File: config.mk
export PLATFORM = sky130hd
export DESIGN_NAME = uart_tx_fifo
export DESIGN_NICKNAME = d
export VERILOG_FILES = /design/src/rtl/uart_tx_fifo.sv
export SDC_FILE = /design/constraint.sdc
export NUM_CORES = 1
export LEC_CHECK = 0
export BUFFER_PORTS_ARGS = -buffer_cell sky130_fd_sc_hd__buf_4
export CAP_MARGIN = 20
export CORE_ASPECT_RATIO = 2
export CORE_UTILIZATION = 53
export CTS_CLUSTER_DIAMETER = 150
export DETAILED_ROUTE_END_ITERATION = 8
export GPL_TIMING_DRIVEN = 0
export MAX_ROUTING_LAYER = met4
export PLACE_DENSITY = 0.73
export SYNTH_ARGS = -nofsm -noshare
export SYNTH_HDL_FRONTEND = slang
export SYNTH_SLANG_ARGS = --single-unit
File: constraint.sdc
create_clock -name clk -period 2.2 [get_ports clk]
set_clock_uncertainty 0.15 [all_clocks]
set_input_delay 0.44 -clock clk [delete_from_list [all_inputs] [get_ports clk]]
set_output_delay 0.44 -clock clk [all_outputs]
set_load 0.01 [all_outputs]
File: src/rtl/uart_tx_fifo.sv
// uart_tx_fifo: parametrised UART transmitter with an input FIFO.
// Frames go out back-to-back while the FIFO holds data.
module uart_tx_fifo #(
  parameter int CLKS_PER_BIT = 50,
  parameter int DATA_BITS    = 8,
  parameter int PARITY       = 0,
  parameter int STOP_BITS    = 1,
  parameter int FIFO_DEPTH   = 4
) (
  input  logic                          clk,
  input  logic                          rst,
  input  logic [DATA_BITS-1:0]          i_data,
  input  logic                          i_valid,
  output logic                          o_ready,
  output logic [$clog2(FIFO_DEPTH):0]   o_fifo_count,
  output logic                          o_tx,
  output logic                          o_active,
  output logic                          o_done
);

  localparam int CW = $clog2(CLKS_PER_BIT);
  localparam int AW = $clog2(FIFO_DEPTH);
  localparam int IW = $clog2(DATA_BITS);

  localparam logic [CW-1:0] CNT_LAST = CW'(CLKS_PER_BIT - 1);
  localparam logic [IW-1:0] IDX_LAST = IW'(DATA_BITS - 1);
  localparam logic [AW:0]   FULL     = (AW + 1)'(FIFO_DEPTH);

  if (CLKS_PER_BIT < 2) begin : g_bad_cpb
    $error("uart_tx_fifo: CLKS_PER_BIT must be >= 2");
  end
  if (DATA_BITS < 5 || DATA_BITS > 9) begin : g_bad_db
    $error("uart_tx_fifo: DATA_BITS must be 5..9");
  end
  if (PARITY < 0 || PARITY > 2) begin : g_bad_par
    $error("uart_tx_fifo: PARITY must be 0, 1 or 2");
  end
  if (STOP_BITS < 1 || STOP_BITS > 2) begin : g_bad_sb
    $error("uart_tx_fifo: STOP_BITS must be 1 or 2");
  end
  if (FIFO_DEPTH < 2 ||
      (FIFO_DEPTH & (FIFO_DEPTH - 1)) != 0) begin : g_bad_fd
    $error("uart_tx_fifo: FIFO_DEPTH must be a power of 2, >= 2");
  end

  typedef enum logic [2:0] {
    ST_IDLE,
    ST_START,
    ST_DATA,
    ST_PARITY,
    ST_STOP
  } state_t;

  logic [DATA_BITS-1:0] mem [FIFO_DEPTH];
  logic [AW-1:0]        wr_ptr;
  logic [AW-1:0]        rd_ptr;
  logic [AW:0]          count;
  logic                 in_reset;
  logic                 push;
  logic                 pop;
  logic [DATA_BITS-1:0] head;
  logic                 par_head;

  state_t               state;
  state_t               state_n;
  logic [CW-1:0]        cnt;
  logic [CW-1:0]        cnt_n;
  logic [IW-1:0]        idx;
  logic [IW-1:0]        idx_n;
  logic                 stop_idx;
  logic                 stop_idx_n;
  logic                 tick;
  logic                 stop_last;
  logic [DATA_BITS-1:0] word_q;
  logic                 par_q;
  logic                 tx_n;
  logic                 active_n;
  logic                 done_n;

  // o_ready stays low through reset and rises on the first edge after it.
  assign o_ready      = !rst && !in_reset && (count != FULL);
  assign push         = i_valid && o_ready;
  assign o_fifo_count = count;
  assign head         = mem[rd_ptr];
  assign par_head     = (PARITY == 1) ? ~^head : ^head;
  assign tick         = (cnt == CNT_LAST);
  assign stop_last    = (STOP_BITS == 1) || stop_idx;

  // Remember whether the last edge was a reset edge.
  always_ff @(posedge clk) begin
    in_reset <= rst;
  end

  // FIFO storage; only written on an accepted word.
  always_ff @(posedge clk) begin
    if (push) begin
      mem[wr_ptr] <= i_data;
    end
  end

  // FIFO pointers and occupancy.
  always_ff @(posedge clk) begin
    if (rst) begin
      wr_ptr <= '0;
      rd_ptr <= '0;
      count  <= '0;
    end else begin
      if (push) begin
        wr_ptr <= wr_ptr + 1'b1;
      end
      if (pop) begin
        rd_ptr <= rd_ptr + 1'b1;
      end
      unique case ({push, pop})
        2'b10:   count <= count + 1'b1;
        2'b01:   count <= count - 1'b1;
        default: count <= count;
      endcase
    end
  end

  // Latch the popped word and its parity for the frame in flight.
  always_ff @(posedge clk) begin
    if (rst) begin
      word_q <= '0;
      par_q  <= 1'b0;
    end else if (pop) begin
      word_q <= head;
      par_q  <= par_head;
    end
  end

  // State register.
  always_ff @(posedge clk) begin
    if (rst) begin
      state <= ST_IDLE;
    end else begin
      state <= state_n;
    end
  end

  // Bit timing counters and registered line outputs.
  always_ff @(posedge clk) begin
    if (rst) begin
      cnt      <= '0;
      idx      <= '0;
      stop_idx <= 1'b0;
      o_tx     <= 1'b1;
      o_active <= 1'b0;
      o_done   <= 1'b0;
    end else begin
      cnt      <= cnt_n;
      idx      <= idx_n;
      stop_idx <= stop_idx_n;
      o_tx     <= tx_n;
      o_active <= active_n;
      o_done   <= done_n;
    end
  end

  // Next state, next line value and FIFO pop decision.
  always_comb begin
    state_n    = state;
    cnt_n      = cnt;
    idx_n      = idx;
    stop_idx_n = stop_idx;
    tx_n       = o_tx;
    active_n   = o_active;
    done_n     = 1'b0;
    pop        = 1'b0;
    if (state != ST_IDLE) begin
      cnt_n = tick ? '0 : cnt + 1'b1;
    end
    unique case (state)
      ST_IDLE: begin
        cnt_n    = '0;
        tx_n     = 1'b1;
        active_n = 1'b0;
        if (count != '0) begin
          pop      = 1'b1;
          state_n  = ST_START;
          tx_n     = 1'b0;
          active_n = 1'b1;
        end
      end
      ST_START: begin
        if (tick) begin
          state_n = ST_DATA;
          idx_n   = '0;
          tx_n    = word_q[0];
        end
      end
      ST_DATA: begin
        if (tick) begin
          if (idx == IDX_LAST) begin
            if (PARITY != 0) begin
              state_n = ST_PARITY;
              tx_n    = par_q;
            end else begin
              state_n    = ST_STOP;
              stop_idx_n = 1'b0;
              tx_n       = 1'b1;
            end
          end else begin
            idx_n = idx + 1'b1;
            tx_n  = word_q[idx_n];
          end
        end
      end
      ST_PARITY: begin
        if (tick) begin
          state_n    = ST_STOP;
          stop_idx_n = 1'b0;
          tx_n       = 1'b1;
        end
      end
      ST_STOP: begin
        if (tick) begin
          if (stop_last) begin
            done_n = 1'b1;
            if (count != '0) begin
              pop     = 1'b1;
              state_n = ST_START;
              tx_n    = 1'b0;
            end else begin
              state_n  = ST_IDLE;
              tx_n     = 1'b1;
              active_n = 1'b0;
            end
          end else begin
            stop_idx_n = 1'b1;
          end
        end
      end
      default: begin
        state_n  = ST_IDLE;
        tx_n     = 1'b1;
        active_n = 1'b0;
      end
    endcase
  end

endmodule
==> out/metrics.yaml <==
global_route:
  gr-usage-all-layers: 0.220
  grt-ovfl-total: 0
  grt_pass1_vias: 1829
  antenna_violations_before_repair: 0
  largest_net_degree_at_the_start_of_global_routing: 16
  grt_first_pass_wirelength_um: 8220
synthesis:
  synth.area.top_cells: "edfxtp_1 35%, dfxtp_1 23%, mux4_2 7.4%"
  sequential_area_share_after_synthesis: 0.578
  yosysWarnings: 0
  synthCells: 220
  synth.largest_area_cell: "edfxtp_1"
  postSynthNetCount: 241
  syn_area_sq_mm: 0.00273
  synth_top_area_share: 0.351
  post_synth.cell_area_avg_sq_um: 12.4
  synth_enable_flop_cells: 32
  ys_seq_elements: 63
  asyncSetResetFlopFracSynth: 0
  ys_dominant_reg_cell: "edfxtp_1"
  netlist-cell-type-count: 46
drt:
  drt_iter0_markers: 42
  via_count: 1783
  detail_route.wl_per_cell_um: 16.1
  drt_wl_total_um: 5070
  ant_nets: 0
  vias_per_cell: 5.66
  detail_route.first_pass.iterations: 4
  drt_drc_violations_left: 0
floorplanning:
  dieHeight_um: 104
  io_pins: 18
  initial_core_util: 0.557
  die_w_um: 52.8
  core_region_area_sq_mm: 0.00491
  floorplan.die_area_sq_mm: 0.00547
  rows: 36
setup_path:
  crit_fanout: 2
  worstPathArrival_ps: 2360
  slowest_delay_ps: 350
  critical_path_class: "register to register"
  crit_chain: "and4bb_4 > a21oi_4 > nor2_2 > ha_2 > inv_2 > fa_2 > xor2_1 > or3_1 > a21oi_2"
  crit_path_start_kind: "register"
  critPathRequiredTime_ps: 2330
  crit_path_top_delay_cell: "dfxtp_4"
  critical_path.endpoint_type: "register"
final_layout:
  commonest_cells_after_routing_fill_and_taps_aside: "32 x edfxtp_1, 25 x buf_4, 21 x dfxtp_1, 17 x a21oi_1"
  filler_cell_count: 377
  final_net_count: 274
  finish.utilization: 0.672
  insertedDiodeCount: 0
  regArea_sq_mm: 0.00160
  most_common_cell_after_layout_fill_and_taps_aside: "edfxtp_1"
  layout_cell_share_with_drive_strength_beyond_1: 0.310
  layout-area-overhead-vs-synth_pct: 20.7
  multi_input_logic_area_sq_mm: 0.00114
status:
  failed_checks: "negative setup slack"
  run_status: "finished with violations"
sta:
  unrepaired_setup_endpoints_after_global_routing: "yes"
  hold_slack_ps: 59.5
  clock.fmax_mhz: 449
  worst_pin_slew_ps: 693
  final_period_minus_worst_setup_slack_ps: 2230
  final.setup.tns_ps: -29.0
  timing.final.setup_violations: 1
  post-route-worst-setup-slack_ps: -29.0
  slew_violations: 0
  layout_worst_path_cycle_share: 1.01
  slew_headroom: 0.535
  report.final.hold_viol_count: 0
hold_path:
  hp-class: "input port to register"
placement:
  numPortBuffers: 17
  hpwlAfterDp_um: 3550
  gp_congestion: 0.768
clocking:
  clkLatencyLatePin_ps: 350
  clk_pin_slew_worst_paths_ps: 80
  cts_h_tree_depth: 3
  clockBufferDepth: 2
  cts_bufs_inserted: 9
  tritoncts: "yes"
  cts_num_sinks: 63
  clock-root-buffer: "clkbuf_8"
  postCtsHoldBufs: 0
power_and_ir_drop:
  power.density_cell_area_mw_per_mm2: 1120
  static_leakage_uw: 0.00115
  power.total_uw: 3680
  max-vdd-ir-drop_mv: 0.864
run:
  cap_violations: 0
[worst max-delay path: cells and delay by family, from the launching register on]
| family | cells | cell delay [ps] |
|---|---|---|
| simple gates | 3 | 750 |
| xor+xnor | 1 | 150 |
| flops | 1 | 350 |
| fa+ha+maj | 2 | 510 |
| compound gates | 2 | 210 |
| buf+inv | 1 | 40 |
[area by class of cell]
class,count,area share
Tap cell,57,0.0216
Inverter,13,0.0148
Multi-Input combinational cell,135,0.347
Clock buffer,10,0.0387
Sequential cell,63,0.485
Clock inverter,6,0.0284
Timing Repair Buffer,25,0.0569
Buffer,6,0.00758
[per-stage QoR]
step	instance area (sq um)	worst slack, ps	std cells
detailed placement	2960	-321	294
global placement	2960	-236	294
floorplan	2760	-75.5	220
global route	3300	-87.0	315
CTS	3300	-19.2	315
finish	3300	-29.0	315
[repair_timing]
item / CTS / global route
resized for setup: 23 / 1
buffers inserted: 8 / 0
setup endpoints to repair: 3 / 2
pin swaps: 9 / 1
endpoints found under the hold margin: 0 / 0
[where the power goes]
group          switching, uW  leakage, uW  internal (uW)  total [uW]
logic                    572     0.000493            495        1070
clock network            474     0.000107            646        1120
registers                113     0.000547           1380        1500
total                   1160      0.00115           2520        3680
[Yosys cell counts (3+ instances only)]
cell type and n:
mux4_2 9, mux2_2 3, o21ai_0 12, a21oi_1 18, nor2_1 12, and2_1 5
xnor2_1 4, dfxtp_1 31, inv_1 13, ha_1 9, edfxtp_1 32, clkbuf_1 4
nor2b_1 3, nand3_1 10, nand2_1 9, buf_2 4, xor2_1 4
[routing by layer]
metal | track usage | up-vias | routed length [um]
met5 | - | - | 0
met4 | 0.115 | 0 | 161
met3 | 0.0690 | 13 | 129
met2 | 0.374 | 26 | 2880
met1 | 0.208 | 872 | 1890
li1 | - | 872 | -
[path summary, 6_finish.rpt]
| kind | endpoint | cells past startpoint | slack, ps | start |
|---|---|---|---|---|
| setup / recovery | o_fifo_count[2] | 9 | -30 | cnt[2] |
| hold / removal | in_reset | 1 | 60 | rst |
| setup reg to reg | o_fifo_count[2] | 9 | -30 | cnt[2] |
| hold reg to reg | word_q[5] | 2 | 320 | word_q[5] |
[registers in the layout, indices dropped and copies added (netlist names)]
name          flops
cnt               6
idx               3
in_reset          1
mem              32
o_active          1
o_done            1
o_fifo_count      3
o_tx              1
rd_ptr            2
state             3
word_q            8
wr_ptr            2
[kinds of logic (layout without fill, tap and decap cells)]
family / Yosys count / in the layout / synth area share
buffers and inverters: 22 / 60 / 0.0320
AND/OR/NAND/NOR: 58 / 58 / 0.118
AO/OA/AOI/OAI: 46 / 46 / 0.107
XOR/XNOR: 8 / 8 / 0.0256
flip-flops: 63 / 63 / 0.578
multiplexers: 13 / 13 / 0.0906
adder cells (fa/ha/maj): 10 / 10 / 0.0485
Note: power is estimated with default switching activity, not from simulation.
